<file path="config.mk">
export PLATFORM = sky130hd
export DESIGN_NAME = psm_gen
export DESIGN_NICKNAME = d
export VERILOG_FILES = /design/src/rtl/psm_gen_pkg.sv /design/src/rtl/psm_phase_timer.sv /design/src/rtl/psm_gen.sv
export SDC_FILE = /design/constraint.sdc
export NUM_CORES = 1
export LEC_CHECK = 0
export ABC_AREA = 1
export BUFFER_PORTS_ARGS = -buffer_cell sky130_fd_sc_hd__buf_2
export CAP_MARGIN = 40
export CORE_MARGIN = 1
export CORE_UTILIZATION = 32
export DETAILED_ROUTE_END_ITERATION = 10
export PLACE_DENSITY_LB_ADDON = 0.2
export REMOVE_ABC_BUFFERS = 1
export SYNTH_ARGS = -nofsm -noshare
export SYNTH_HDL_FRONTEND = slang
export SYNTH_SLANG_ARGS = --single-unit
</file>
<file path="constraint.sdc">
create_clock -name clock_i -period 3.6 [get_ports clock_i]
set_input_delay 0.36 -clock clock_i [delete_from_list [all_inputs] [get_ports clock_i]]
set_output_delay 0.36 -clock clock_i [all_outputs]
set_load 0.05 [all_outputs]
</file>
<file path="src/rtl/psm_gen_pkg.sv">
// Shared state encoding and default phase durations for the processing state machine.
package psm_gen_pkg;

  typedef enum logic [1:0] {
    ST_IDLE = 2'd0,
    ST_OP1  = 2'd1,
    ST_OP2  = 2'd2,
    ST_OP3  = 2'd3
  } state_e;

  localparam int WIDTH_DEF      = 8;
  localparam int OP1_CYCLES_DEF = 10;
  localparam int OP2_CYCLES_DEF = 7;
  localparam int OP3_CYCLES_DEF = 5;
  localparam int CNT_W_DEF      = 8;

endpackage

</file>
<file path="src/rtl/psm_phase_timer.sv">
// Phase counter: cleared on phase entry, counts while enabled, flags the terminal count.
module psm_phase_timer #(
  parameter int CNT_W = 8
) (
  input  logic             clk_i,
  input  logic             rst_i,
  input  logic             clear_i,
  input  logic             enable_i,
  input  logic [CNT_W-1:0] limit_i,
  output logic             last_o
);

  logic [CNT_W-1:0] cnt_q, cnt_d;

  always_comb begin
    cnt_d = cnt_q;
    if (clear_i) begin
      cnt_d = '0;
    end else if (enable_i) begin
      cnt_d = cnt_q + CNT_W'(1);
    end
  end

  always_ff @(posedge clk_i) begin
    if (rst_i) begin
      cnt_q <= '0;
    end else begin
      cnt_q <= cnt_d;
    end
  end

  assign last_o = (cnt_q == limit_i);

endmodule

</file>
<file path="src/rtl/psm_gen.sv">
// Idle -> Op1 -> Op2 -> Op3 processing sequencer with abort, back-to-back restart and Done pulse.
//   state   | meaning
//   ST_IDLE | ready, waiting for start_i
//   ST_OP1  | phase 1, dout = A | B
//   ST_OP2  | phase 2, dout = A ^ B
//   ST_OP3  | phase 3, dout = ~(~A & B); start_i on its last cycle restarts
module psm_gen
  import psm_gen_pkg::*;
#(
  parameter int WIDTH      = WIDTH_DEF,
  parameter int OP1_CYCLES = OP1_CYCLES_DEF,
  parameter int OP2_CYCLES = OP2_CYCLES_DEF,
  parameter int OP3_CYCLES = OP3_CYCLES_DEF,
  parameter int CNT_W      = CNT_W_DEF
) (
  input  logic             clock_i,
  input  logic             reset_i,
  input  logic [WIDTH-1:0] din1_i,
  input  logic [WIDTH-1:0] din2_i,
  input  logic             start_i,
  input  logic             abort_i,
  output logic             ready_o,
  output logic             op1_o,
  output logic             op2_o,
  output logic             op3_o,
  output logic             done_o,
  output logic [WIDTH-1:0] dout_o
);

  if (OP1_CYCLES < 1 || OP2_CYCLES < 1 || OP3_CYCLES < 1 ||
      (OP1_CYCLES - 1) >= (1 << CNT_W) || (OP2_CYCLES - 1) >= (1 << CNT_W) ||
      (OP3_CYCLES - 1) >= (1 << CNT_W)) begin : g_param_chk
    $fatal(1, "psm_gen: OPn_CYCLES must be >= 1 and OPn_CYCLES-1 must fit in CNT_W bits");
  end

  localparam logic [CNT_W-1:0] LIM1 = CNT_W'(OP1_CYCLES - 1);
  localparam logic [CNT_W-1:0] LIM2 = CNT_W'(OP2_CYCLES - 1);
  localparam logic [CNT_W-1:0] LIM3 = CNT_W'(OP3_CYCLES - 1);

  state_e           state_q, state_d;
  logic [WIDTH-1:0] a_q, a_d, b_q, b_d;
  logic             done_q, done_d;
  logic             tmr_clear, tmr_enable, tmr_last;
  logic [CNT_W-1:0] tmr_limit;

  psm_phase_timer #(.CNT_W(CNT_W)) u_timer (
    .clk_i    (clock_i),
    .rst_i    (reset_i),
    .clear_i  (tmr_clear),
    .enable_i (tmr_enable),
    .limit_i  (tmr_limit),
    .last_o   (tmr_last)
  );

  always_comb begin
    state_d    = state_q;
    a_d        = a_q;
    b_d        = b_q;
    done_d     = 1'b0;
    tmr_limit  = '0;
    tmr_enable = 1'b0;
    case (state_q)
      ST_IDLE: begin
        if (start_i) begin
          state_d = ST_OP1;
          a_d     = din1_i;
          b_d     = din2_i;
        end
      end
      ST_OP1: begin
        tmr_limit  = LIM1;
        tmr_enable = 1'b1;
        if (abort_i)       state_d = ST_IDLE;
        else if (tmr_last) state_d = ST_OP2;
      end
      ST_OP2: begin
        tmr_limit  = LIM2;
        tmr_enable = 1'b1;
        if (abort_i)       state_d = ST_IDLE;
        else if (tmr_last) state_d = ST_OP3;
      end
      ST_OP3: begin
        tmr_limit  = LIM3;
        tmr_enable = 1'b1;
        // Abort beats both completion and the back-to-back restart.
        if (abort_i) begin
          state_d = ST_IDLE;
        end else if (tmr_last) begin
          done_d = 1'b1;
          if (start_i) begin
            state_d = ST_OP1;
            a_d     = din1_i;
            b_d     = din2_i;
          end else begin
            state_d = ST_IDLE;
          end
        end
      end
      default: state_d = ST_IDLE;
    endcase
    tmr_clear = (state_d != state_q) || (state_q == ST_IDLE);
  end

  always_ff @(posedge clock_i) begin
    if (reset_i) begin
      state_q <= ST_IDLE;
      a_q     <= '0;
      b_q     <= '0;
      done_q  <= 1'b0;
    end else begin
      state_q <= state_d;
      a_q     <= a_d;
      b_q     <= b_d;
      done_q  <= done_d;
    end
  end

  always_comb begin
    ready_o = 1'b0;
    op1_o   = 1'b0;
    op2_o   = 1'b0;
    op3_o   = 1'b0;
    dout_o  = '0;
    case (state_q)
      ST_OP1: begin
        op1_o  = 1'b1;
        dout_o = a_q | b_q;
      end
      ST_OP2: begin
        op2_o  = 1'b1;
        dout_o = a_q ^ b_q;
      end
      ST_OP3: begin
        op3_o  = 1'b1;
        dout_o = ~(~a_q & b_q);
      end
      default: ready_o = 1'b1;
    endcase
  end

  assign done_o = done_q;

endmodule

</file>
==> metrics.md <==
| Metric | Value |
|---|---|
| Min-delay worst type | `in2reg` |
| Status | `completed` |
| Fin nets | `274` |
| Ratio of final minimum period to clock period | `~60%` |
| Internal | `between 0.4 and 0.5 mW` |
| Leading area contributor after synthesis | `dfxtp_1` |
| Final Non-Filler Cells | `between 200 and 300` |
| Worst Reg-to-Reg Cells | `9` |
| Synth top area cells | `dfxtp_1 35%, ha_1 14%, nand2_1 8.7%` |
| Clk buf depth | `2` |
| Drt wl/cell | `11.13 um` |
| Worst Hold Depth | `2` |
| Initial antenna violation count | `0` |
| Drt initial violations | `75` |
| Min Clock Period, post-route | `2.131 ns` |
| GRT Overall Usage | `13.88%` |
| Die X-Extent | `a little over 70 um` |
| Final Slew Violations | `0` |
| Area Growth Syn to Fin | `16.36%` |
| Crit-path slowest cell | `dfxtp_1` |
| Post_cts resized | `0` |
| Clock Latency Late Sink | `0.28 ns` |
| Post-Syn Area | `between 0.0015 and 0.002 mm2` |
| CP Capture Type | `flop` |
| Max-slew headroom | `between 70% and 80%` |
| CTS buffer count | `3` |
| Core area | `approximately 0.0045 mm2` |
| Flops & latches, synth | `27` |
| Most frequent cells in the layout | `36 x nand2_1, 32 x buf_2, 29 x inv_1` |
| CP Cell Sequence | `inv_2 -> nand2_1 -> nand2_1 -> nand3_2 -> o21bai_2 -> nand2_1 -> buf_8 -> o21ai_0 -> a21oi_1` |
| Crit path launch type | `flop` |
| Yosys cell types | `27` |
| Die H | `71.66 um` |
| Post-route DRC | `0` |
| Via density | `4.635` |
| Worst Tran Pin Value | `0.4389 ns` |
| CTS Hold Bufs | `0` |
| Crit path DAT | `2.31 ns` |
| Final Hold Vio Count | `0` |
| Worst hold slack | `0.3122 ns` |
| Share of cells above drive strength 1 | `between 15 and 20%` |
| Final Setup Violations | `0` |
| Sequential area share after synthesis | `about a third` |
| Crit path kind | `reg2reg` |
| Die area | `a little over 0.005 mm2` |
| RSZ-0062 raised after global routing | `no` |
| GP Congestion | `0.7930` |
| H-tree depth | `1` |
| Clock root buffer | `clkbuf_8` |
| Clock transition at path regs | `approximately 0.10 ns` |
| Ant diodes | `0` |
| FF-to-FF setup slack | `~1.5 ns` |
| Hold worst-path end | `state_q[1]` |
| Max frequency | `between 400 and 500 MHz` |
| Clock Sinks | `27` |
| Switching Power | `0.2053 mW` |
| # port buffers | `32` |
| Sequential share of power | `roughly 50%` |
| Drt pass-1 iters | `4` |
| Met2 global-route usage | `22.01%` |
| Cells after Synth | `205` |
| Pleak | `about 0.83 nW` |
| Congestion Overflow GR | `0` |
| Power share of the combinational group | `around 23%` |
| Met1 usage | `18.70%` |
| Vias in the first global route | `~1,200` |
| Largest net degree at the start of global routing | `23` |
| Detail Route Antenna Nets | `0` |
| Placed Area | `between 0.0015 and 0.002 mm2` |
| Global-route wire length before repair | `around 5.6 mm` |
| Routed vias | `approximately 1,300` |
| Leading cell type in the layout, fill and taps excluded | `nand2_1` |
| Crit-path max FO | `22` |
| PD cells | `358.8 mW/mm2` |
| Row count | `24` |
| Max incr delay on CP | `roughly 0.37 ns` |
| Final Skew | `roughly 0.0086 ns` |
| Setup TNS | `0 ns` |
| Starting Density | `around 34%` |
| Placed cells | `~280` |
| Design area | `0.001807 mm2` |
| Most Frequent Cell on Critical Path | `nand2_1` |
| Hold_sp | `reset_i` |
| Num ports | `33` |
| Total routed wirelength | `3.204 mm` |
| Post-CTS Setup Bufs | `0` |
| Total number of yosys warnings | `0` |
| Maximum VDD drop | `0.1604 mV` |
| Most used routing layer | `met2` |
| Reg2reg end | `a_q[7]` |
| Switching share of power | `31.67%` |
| R2R Path Start | `state_q[1]` |
| DP HPWL | `~2.4 mm` |
| Clk pwr share | `between 20 and 30%` |
| Max_cap viols | `0` |
| Syn avg cell area | `around 7.6 um2` |
| CTS tree | `done` |
| Worst endpoint required time | `between 3 and 4 ns` |
| Met3 usage | `~3.5%` |
| Top cell type's share of synthesized area | `34.81%` |
metal layers:
| layer | routed length (um) | up-vias |
|---|---|---|
| met3 | 174 | 5 |
| met4 | 32 | 0 |
| met1 | 1563 | 569 |
| met5 | 0 | - |
| li1 | - | 729 |
| met2 | 1433 | 32 |
stage by stage:
step | setup slack [ns] | power (mW) | util, %
floorplan | 1.550 | 0.4387 | -
global route | 1.219 | 0.6992 | 40.11
finish | 1.469 | 0.6483 | 40.11
detailed placement | 1.472 | 0.4829 | 39.08
CTS | 1.450 | 0.6627 | 40.11
global placement | 1.172 | 0.4769 | 38.75
area by class of cell:
class	count	area, um2
tap	52	65.06
sequential	27	540.5
inverter	32	120.1
clock buffer	3	41.29
timing repair buffer	33	175.2
multi-input combinational	140	859.6
fill	468	2698
clock inverter	1	5.005
worst max-delay path, delay by kind of cell (launching register included):
kind / cells / cell delay (ns)
flip-flops: 1 / 0.37
AO/OA/AOI/OAI: 3 / 0.40
AND/OR/NAND/NOR: 4 / 0.84
buffers and inverters: 2 / 0.41
flip-flops by register name (all words and copies together), names as in the netlist:
register and flops:
a_q 8, b_q 8, u_timer.cnt_q 8, state_q 2
done_o 1
worst max-delay path by stage:
stage / startpoint / end / cells after the start
2_1_floorplan: state_q[0] / dout_o[0] / 5
3_5_place_dp: state_q[1] / a_q[7] / 9
5_1_grt: state_q[1] / b_q[3] / 9
6_report: state_q[1] / a_q[7] / 9
4_1_cts: state_q[1] / a_q[7] / 9
3_3_place_gp: state_q[1] / a_q[3] / 8
cells in the mapped netlist:
cell type,instances
nor2_1,16
nand3_1,6
or2_1,1
dfxtp_1,27
mux2i_1,1
buf_6,1
nor3_2,1
inv_1,29
o21bai_2,1
o21ai_0,18
inv_2,2
xor2_1,5
nand2_2,2
o221ai_1,8
xnor2_1,1
nand4_1,1
clkbuf_1,3
nor4_1,1
ha_1,17
clkinv_1,1
a21oi_1,19
nand3_2,3
buf_2,2
nand2_4,1
o21ai_1,1
nand2_1,36
nor3_1,1
power by group through the flow:
stage | Sequential, mW | Clock (mW) | Combinational, mW
3_5_place_dp | 0.332 | 0 | 0.151
4_1_cts | 0.325 | 0.186 | 0.151
5_1_grt | 0.328 | 0.201 | 0.171
2_1_floorplan | 0.331 | 0 | 0.108
6_report | 0.325 | 0.174 | 0.149
3_3_place_gp | 0.332 | 0 | 0.145
cells by family (layout without fill, tap and decap cells):
kind of cell | Yosys count | after routing | share of synthesized area [%]
adders and majority gates | 17 | 17 | 13.70
DFF | 27 | 27 | 34.81
AOI/OAI and AO/OA | 47 | 47 | 17.49
and+or+nand+nor | 69 | 69 | 20.15
muxes | 1 | 1 | 0.6447
xor gates and xnor gates | 6 | 6 | 3.384
buffers and inverters | 38 | 69 | 9.830
Note: power is estimated with default switching activity, not from simulation.
